==> src/rtl/score_keeper.sv <==
// Weighted enemy-kill scoring: a binary pending queue drains one point per cycle into a
// saturating packed-BCD score. Define SCORE_HIGHSCORE_EN to build the high-score register.
module score_keeper #(
  parameter int DIGITS              = 4,
  parameter int PEND_WIDTH          = 10,
  parameter int W_ENEMY1            = 1,
  parameter int W_ENEMY2            = 6,
  parameter int W_ENEMY3            = 15,
  parameter int ADD_SCORE_BIT_WIDTH = 4
) (
  input  logic                           clk_vga,
  input  logic                           rst,
  input  logic                           en_i,
  input  logic                           clear_i,
  input  logic [ADD_SCORE_BIT_WIDTH-1:0] add_score_e1_i,
  input  logic [ADD_SCORE_BIT_WIDTH-1:0] add_score_e2_i,
  input  logic [ADD_SCORE_BIT_WIDTH-1:0] add_score_e3_i,
  output logic [4*DIGITS-1:0]            score_bcd_o,
  output logic [4*DIGITS-1:0]            high_score_bcd_o,
  output logic                           busy_o,
  output logic                           milestone_o
);

  localparam int SUM_W   = PEND_WIDTH + 2;
  localparam int EXT_W   = SUM_W + 1;
  localparam int SCORE_W = 4 * DIGITS;
  localparam logic [PEND_WIDTH-1:0] PEND_MAX = '1;

  function automatic logic [SUM_W-1:0] weight(
    input logic [ADD_SCORE_BIT_WIDTH-1:0] cnt,
    input logic [SUM_W-1:0]               w
  );
    return SUM_W'(cnt) * w;
  endfunction

  function automatic logic [PEND_WIDTH-1:0] sat_pend(input logic [EXT_W-1:0] v);
    if (v > EXT_W'(PEND_MAX)) return PEND_MAX;
    return v[PEND_WIDTH-1:0];
  endfunction

  logic [SUM_W-1:0]      add_p0;
  logic                  vld_p0;
  logic [PEND_WIDTH-1:0] pending_p1;
  logic [PEND_WIDTH-1:0] pending_next;
  logic                  drain;
  logic [SCORE_W-1:0]    score_p1;
  logic [SCORE_W-1:0]    score_inc;
  logic                  all_nines;
  logic                  hund_carry;
  logic                  carry;
  logic                  busy_p1;
  logic                  milestone_p1;

  // Stage p0: weight this cycle's kill counts
  always_comb begin
    vld_p0 = en_i;
    add_p0 = '0;
    if (vld_p0)
      add_p0 = weight(add_score_e1_i, SUM_W'(W_ENEMY1))
             + weight(add_score_e2_i, SUM_W'(W_ENEMY2))
             + weight(add_score_e3_i, SUM_W'(W_ENEMY3));
  end

  assign drain        = (pending_p1 != '0);
  assign pending_next = sat_pend(EXT_W'(pending_pending_fix(pending_p1)) + EXT_W'(add_p0) - EXT_W'(drain));

  function automatic logic [PEND_WIDTH-1:0] pending_pending_fix(input logic [PEND_WIDTH-1:0] p);
    return p;
  endfunction

  // Ripple BCD increment; hund_carry marks a carry arriving at the hundreds digit
  always_comb begin
    score_inc  = score_p1;
    carry      = 1'b1;
    hund_carry = 1'b0;
    all_nines  = 1'b1;
    for (int i = 0; i < DIGITS; i++) begin
      if (score_p1[4*i +: 4] != 4'd9) all_nines = 1'b0;
      if (i == 2) hund_carry = carry;
      if (carry) begin
        if (score_p1[4*i +: 4] == 4'd9) begin
          score_inc[4*i +: 4] = 4'd0;
        end else begin
          score_inc[4*i +: 4] = score_p1[4*i +: 4] + 4'd1;
          carry = 1'b0;
        end
      end
    end
  end

  // Stage p1: pending queue, score and status flags
  always_ff @(posedge clk_vga or posedge rst) begin
    if (rst) begin
      pending_p1   <= '0;
      score_p1     <= '0;
      busy_p1      <= 1'b0;
      milestone_p1 <= 1'b0;
    end else if (clear_i) begin
      pending_p1   <= '0;
      score_p1     <= '0;
      busy_p1      <= 1'b0;
      milestone_p1 <= 1'b0;
    end else begin
      pending_p1   <= pending_next;
      busy_p1      <= (pending_next != '0);
      milestone_p1 <= drain && !all_nines && hund_carry;
      if (drain && !all_nines)
        score_p1 <= score_inc;
    end
  end

  assign score_bcd_o = score_p1;
  assign busy_o      = busy_p1;
  assign milestone_o = milestone_p1;

`ifdef SCORE_HIGHSCORE_EN
  logic [SCORE_W-1:0] high_p2;

  // Stage p2: high score follows the score one cycle late; packed BCD orders like binary
  always_ff @(posedge clk_vga or posedge rst) begin
    if (rst)
      high_p2 <= '0;
    else if (score_p1 > high_p2)
      high_p2 <= score_p1;
  end

  assign high_score_bcd_o = high_p2;
`else
  assign high_score_bcd_o = '0;
`endif

endmodule

==> config.mk <==
export PLATFORM = sky130hd
export DESIGN_NAME = score_keeper
export DESIGN_NICKNAME = d
export VERILOG_FILES = /design/src/rtl/score_keeper.sv
export SDC_FILE = /design/constraint.sdc
export NUM_CORES = 1
export LEC_CHECK = 0
export CAP_MARGIN = 20
export CORE_MARGIN = 3
export CORE_UTILIZATION = 68
export CTS_CLUSTER_DIAMETER = 30
export CTS_CLUSTER_SIZE = 40
export DETAILED_ROUTE_END_ITERATION = 7
export DONT_BUFFER_PORTS = 1
export PLACE_DENSITY = 0.88
export SETUP_SLACK_MARGIN = 0.5
export SLEW_MARGIN = 20
export SYNTH_ARGS = -nofsm -noshare
export SYNTH_HDL_FRONTEND = slang
export SYNTH_SLANG_ARGS = --single-unit
==> constraint.sdc <==
create_clock -name clk_vga -period 5.52 [get_ports clk_vga]
set_input_delay 0.828 -clock clk_vga [delete_from_list [all_inputs] [get_ports clk_vga]]
set_output_delay 0.828 -clock clk_vga [all_outputs]
set_load 0.05 [all_outputs]
==> impl_metrics.ini <==
[layout]
register_area_um2 = 700.7
insertedDiodeCount = 0
nets = 463
multi_input_area_um2 = 2233
area_delta_synth_final_pct = 16.98
fillers = 225
drive_gt1_frac = 0.2350

[clock_network]
root_buffer = clkbuf_8
cts.path.max_buffers = 2
tritoncts = yes
cts-buffers-inserted = 3
clkLatencyLatePin_ps = 270
cts.sink_count = 28
cts_hold_buf = 0
htree_levels = 1
path_clk_slew_ps = 100

[sta]
period_share = 1.091
hold_viol_final = 0
setup_viol = 11
fmax_mhz = 166.0
slew_headroom = 0.5867
rsz0062_at_grt = true
slew_viol_final = 0
worst_pin_slew_ps = 619.9
tns_ps = -5199
worst_slack_ps = -503.2
period_needed_ps = 6023
finClkSkew_ps = 6.637

[routing]
drt-initial-drc-count = 196
via_per_inst = 5.873
wl_per_cell_um = 18.38
via_count = 2543
drc = 0
first_pass_iters = 4
ant_nets = 0
routed_wl_um = 7957

[logic_synthesis]
synth_area_um2 = 3095
syn_avg_cell_area_um2 = 8.819
yosys_most_used_dff = dfrtp_1
yosys_warnings = 0
async_flop_share = 1.000
ys_seq_area_frac = 0.2264
synth_edf_count = 0
syn-instance-count = 351
synth_cell_types = 51
ys_seq_elements = 28

[floorplan]
coreArea_um2 = 4202
die-area_um2 = 5398
rows = 23
io_pins = 50
die_h_um = 73.47
chipWidth_um = 73.47
start_util = 0.7367

[setup_path]
worst_ep_arrival_time_ps = 6160
worst-r2r-cell-count = 14
critPathMaxFanout = 6
cp-start-kind = input port
critPathCaptureType = flop
cp.required_ps = 5660
worst-setup-path-type = input port to flop
startpoint = add_score_e2_i[0]
r2r-start = pending_p1[2]$_DFF_PP0_
r2r_slack_ps = 1810
timing.rr.end = pending_p1[0]$_DFF_PP0_

[global_route]
gr-total-overflow = 0
grt_pass1_vias = 2630
antenna_found_initial = 0
grt_pass1_wl_um = 12350
grt_max_degree = 29
grt_use_total = 0.2960

[run_status]
run_status = finished with violations
violations = setup timing

[place]
detailed_place_hpwl_um = 5320
io_buffers = 0
place_congestion = 0.9000

[min_path]
hold_class = input port to async pin

[flow_run]
cap_violations = 0
[layout by cell type, fill, tap and decap left out, types with 5 or more instances in the layout]
master / n
inv_2: 7
a21oi_1: 17
o21ai_0: 8
fa_1: 13
ha_1: 43
xor2_1: 5
ha_4: 6
a21oi_2: 12
nand2_1: 17
nor3_1: 11
conb_1: 16
nand3_1: 6
dfrtp_1: 28
inv_1: 59
buf_4: 32
nor2_1: 18
xnor2_1: 11
[critical path: stages]
cell      delay (ps)
ha_4             140
fa_1             500
inv_2             40
fa_1             470
inv_1             50
fa_1             500
inv_2             40
fa_1             540
inv_1             50
ha_1             290
a21o_1           170
a21oi_2          160
o21bai_1          90
a21oi_1          190
xnor2_1          150
nand2_1           80
ha_1             320
inv_2             80
ha_4             210
a21o_1           190
buf_4            150
o21ai_4          190
o211ai_4         130
xnor2_2          240
a21boi_1         230
a41oi_1          140
[state kept, by name, summed over array words and instances, names as in the netlist]
| register | cells |
|---|---|
| pending_p1 | 10 |
| score_bcd_o | 16 |
| milestone_o | 1 |
| busy_o | 1 |
[stage by stage]
| step | cell area [um^2] | hold WS (ps) | worst slack [ps] | std cells | utilization |
|---|---|---|---|---|---|
| 5_1_grt | 3621 | 527.5 | -654.6 | 433 | 0.8618 |
| 3_5_place_dp | 3274 | 820.6 | -819.3 | 418 | 0.7793 |
| 2_1_floorplan | 3172 | 788.3 | -440.3 | 366 | - |
| 6_report | 3621 | 497.6 | -503.2 | 433 | 0.8618 |
| 4_1_cts | 3503 | 596.6 | -300.6 | 428 | 0.8338 |
| 3_3_place_gp | 3274 | 809.2 | -564.7 | 418 | 0.7793 |
[area by class of cell]
class	instances	share of cell area
clock buffers	4	0.01520
inverters	66	0.06842
multi-input cells	248	0.6168
flip-flops and latches	28	0.1935
well taps	50	0.01728
repair buffers	37	0.08880
[timing repair]
action / 4_1_cts / 5_1_grt
pin swaps: 5 / 10
gates cloned: 1 / 0
setup buffers: 5 / 5
setup endpoints to repair: 11 / 11
endpoints found under the hold margin: 0 / 0
gates resized for setup: 26 / 14
[logic make-up (layout without fill, tap and decap cells)]
family,count (synthesis),in the layout,synth area share
compound gates,59,59,0.1334
buf+inv,90,107,0.1342
other cells,1,16,0.001211
flops,28,28,0.2264
xor+xnor,17,17,0.04810
mux,5,5,0.01778
simple gates,88,88,0.1504
fa+ha+maj,63,63,0.2886
[how the worst max path moves through the flow]
| stage | cells after the start | to | slack, ps |
|---|---|---|---|
| detailed placement | 24 | busy_o$_DFF_PP0_ | -820 |
| finish | 26 | busy_o$_DFF_PP0_ | -500 |
| CTS | 27 | pending_p1[1]$_DFF_PP0_ | -300 |
| global route | 26 | busy_o$_DFF_PP0_ | -650 |
| floorplan | 27 | pending_p1[2]$_DFF_PP0_ | -440 |
| global placement | 24 | busy_o$_DFF_PP0_ | -560 |
[layer usage]
layer / vias to the layer above / GRT usage / wire length, um
met4: 0 / 0.09054 / 313
met1: 1234 / 0.3462 / 2981
li1: 1182 / - / -
met5: - / 0 / 0
met2: 102 / 0.5472 / 4225
met3: 25 / 0.04788 / 437
[synth_stat cells, types with 3 or more instances]
cell type / instances / area [um^2]
fa_1: 14 / 280.3
a21oi_2: 6 / 52.55
xnor2_1: 12 / 105.1
dfrtp_1: 28 / 700.7
nand3_1: 7 / 35.03
or2_2: 3 / 18.77
o21ai_0: 10 / 50.05
nor2_1: 18 / 67.56
a21o_1: 4 / 30.03
buf_4: 16 / 120.1
clkbuf_1: 3 / 11.26
inv_1: 66 / 247.7
nor2b_1: 4 / 25.02
a21oi_1: 24 / 120.1
or3_1: 3 / 18.77
nand2_1: 17 / 63.81
ha_1: 49 / 613.1
and3b_1: 4 / 35.03
nor3_1: 12 / 60.06
xor2_1: 5 / 43.79
mux2i_1: 4 / 40.04
nand4_1: 3 / 18.77
and2_1: 4 / 25.02
Power is left out: the tool's default activity adds up to more than one toggle a clock period on the data nets, which glitch-free logic cannot reach.
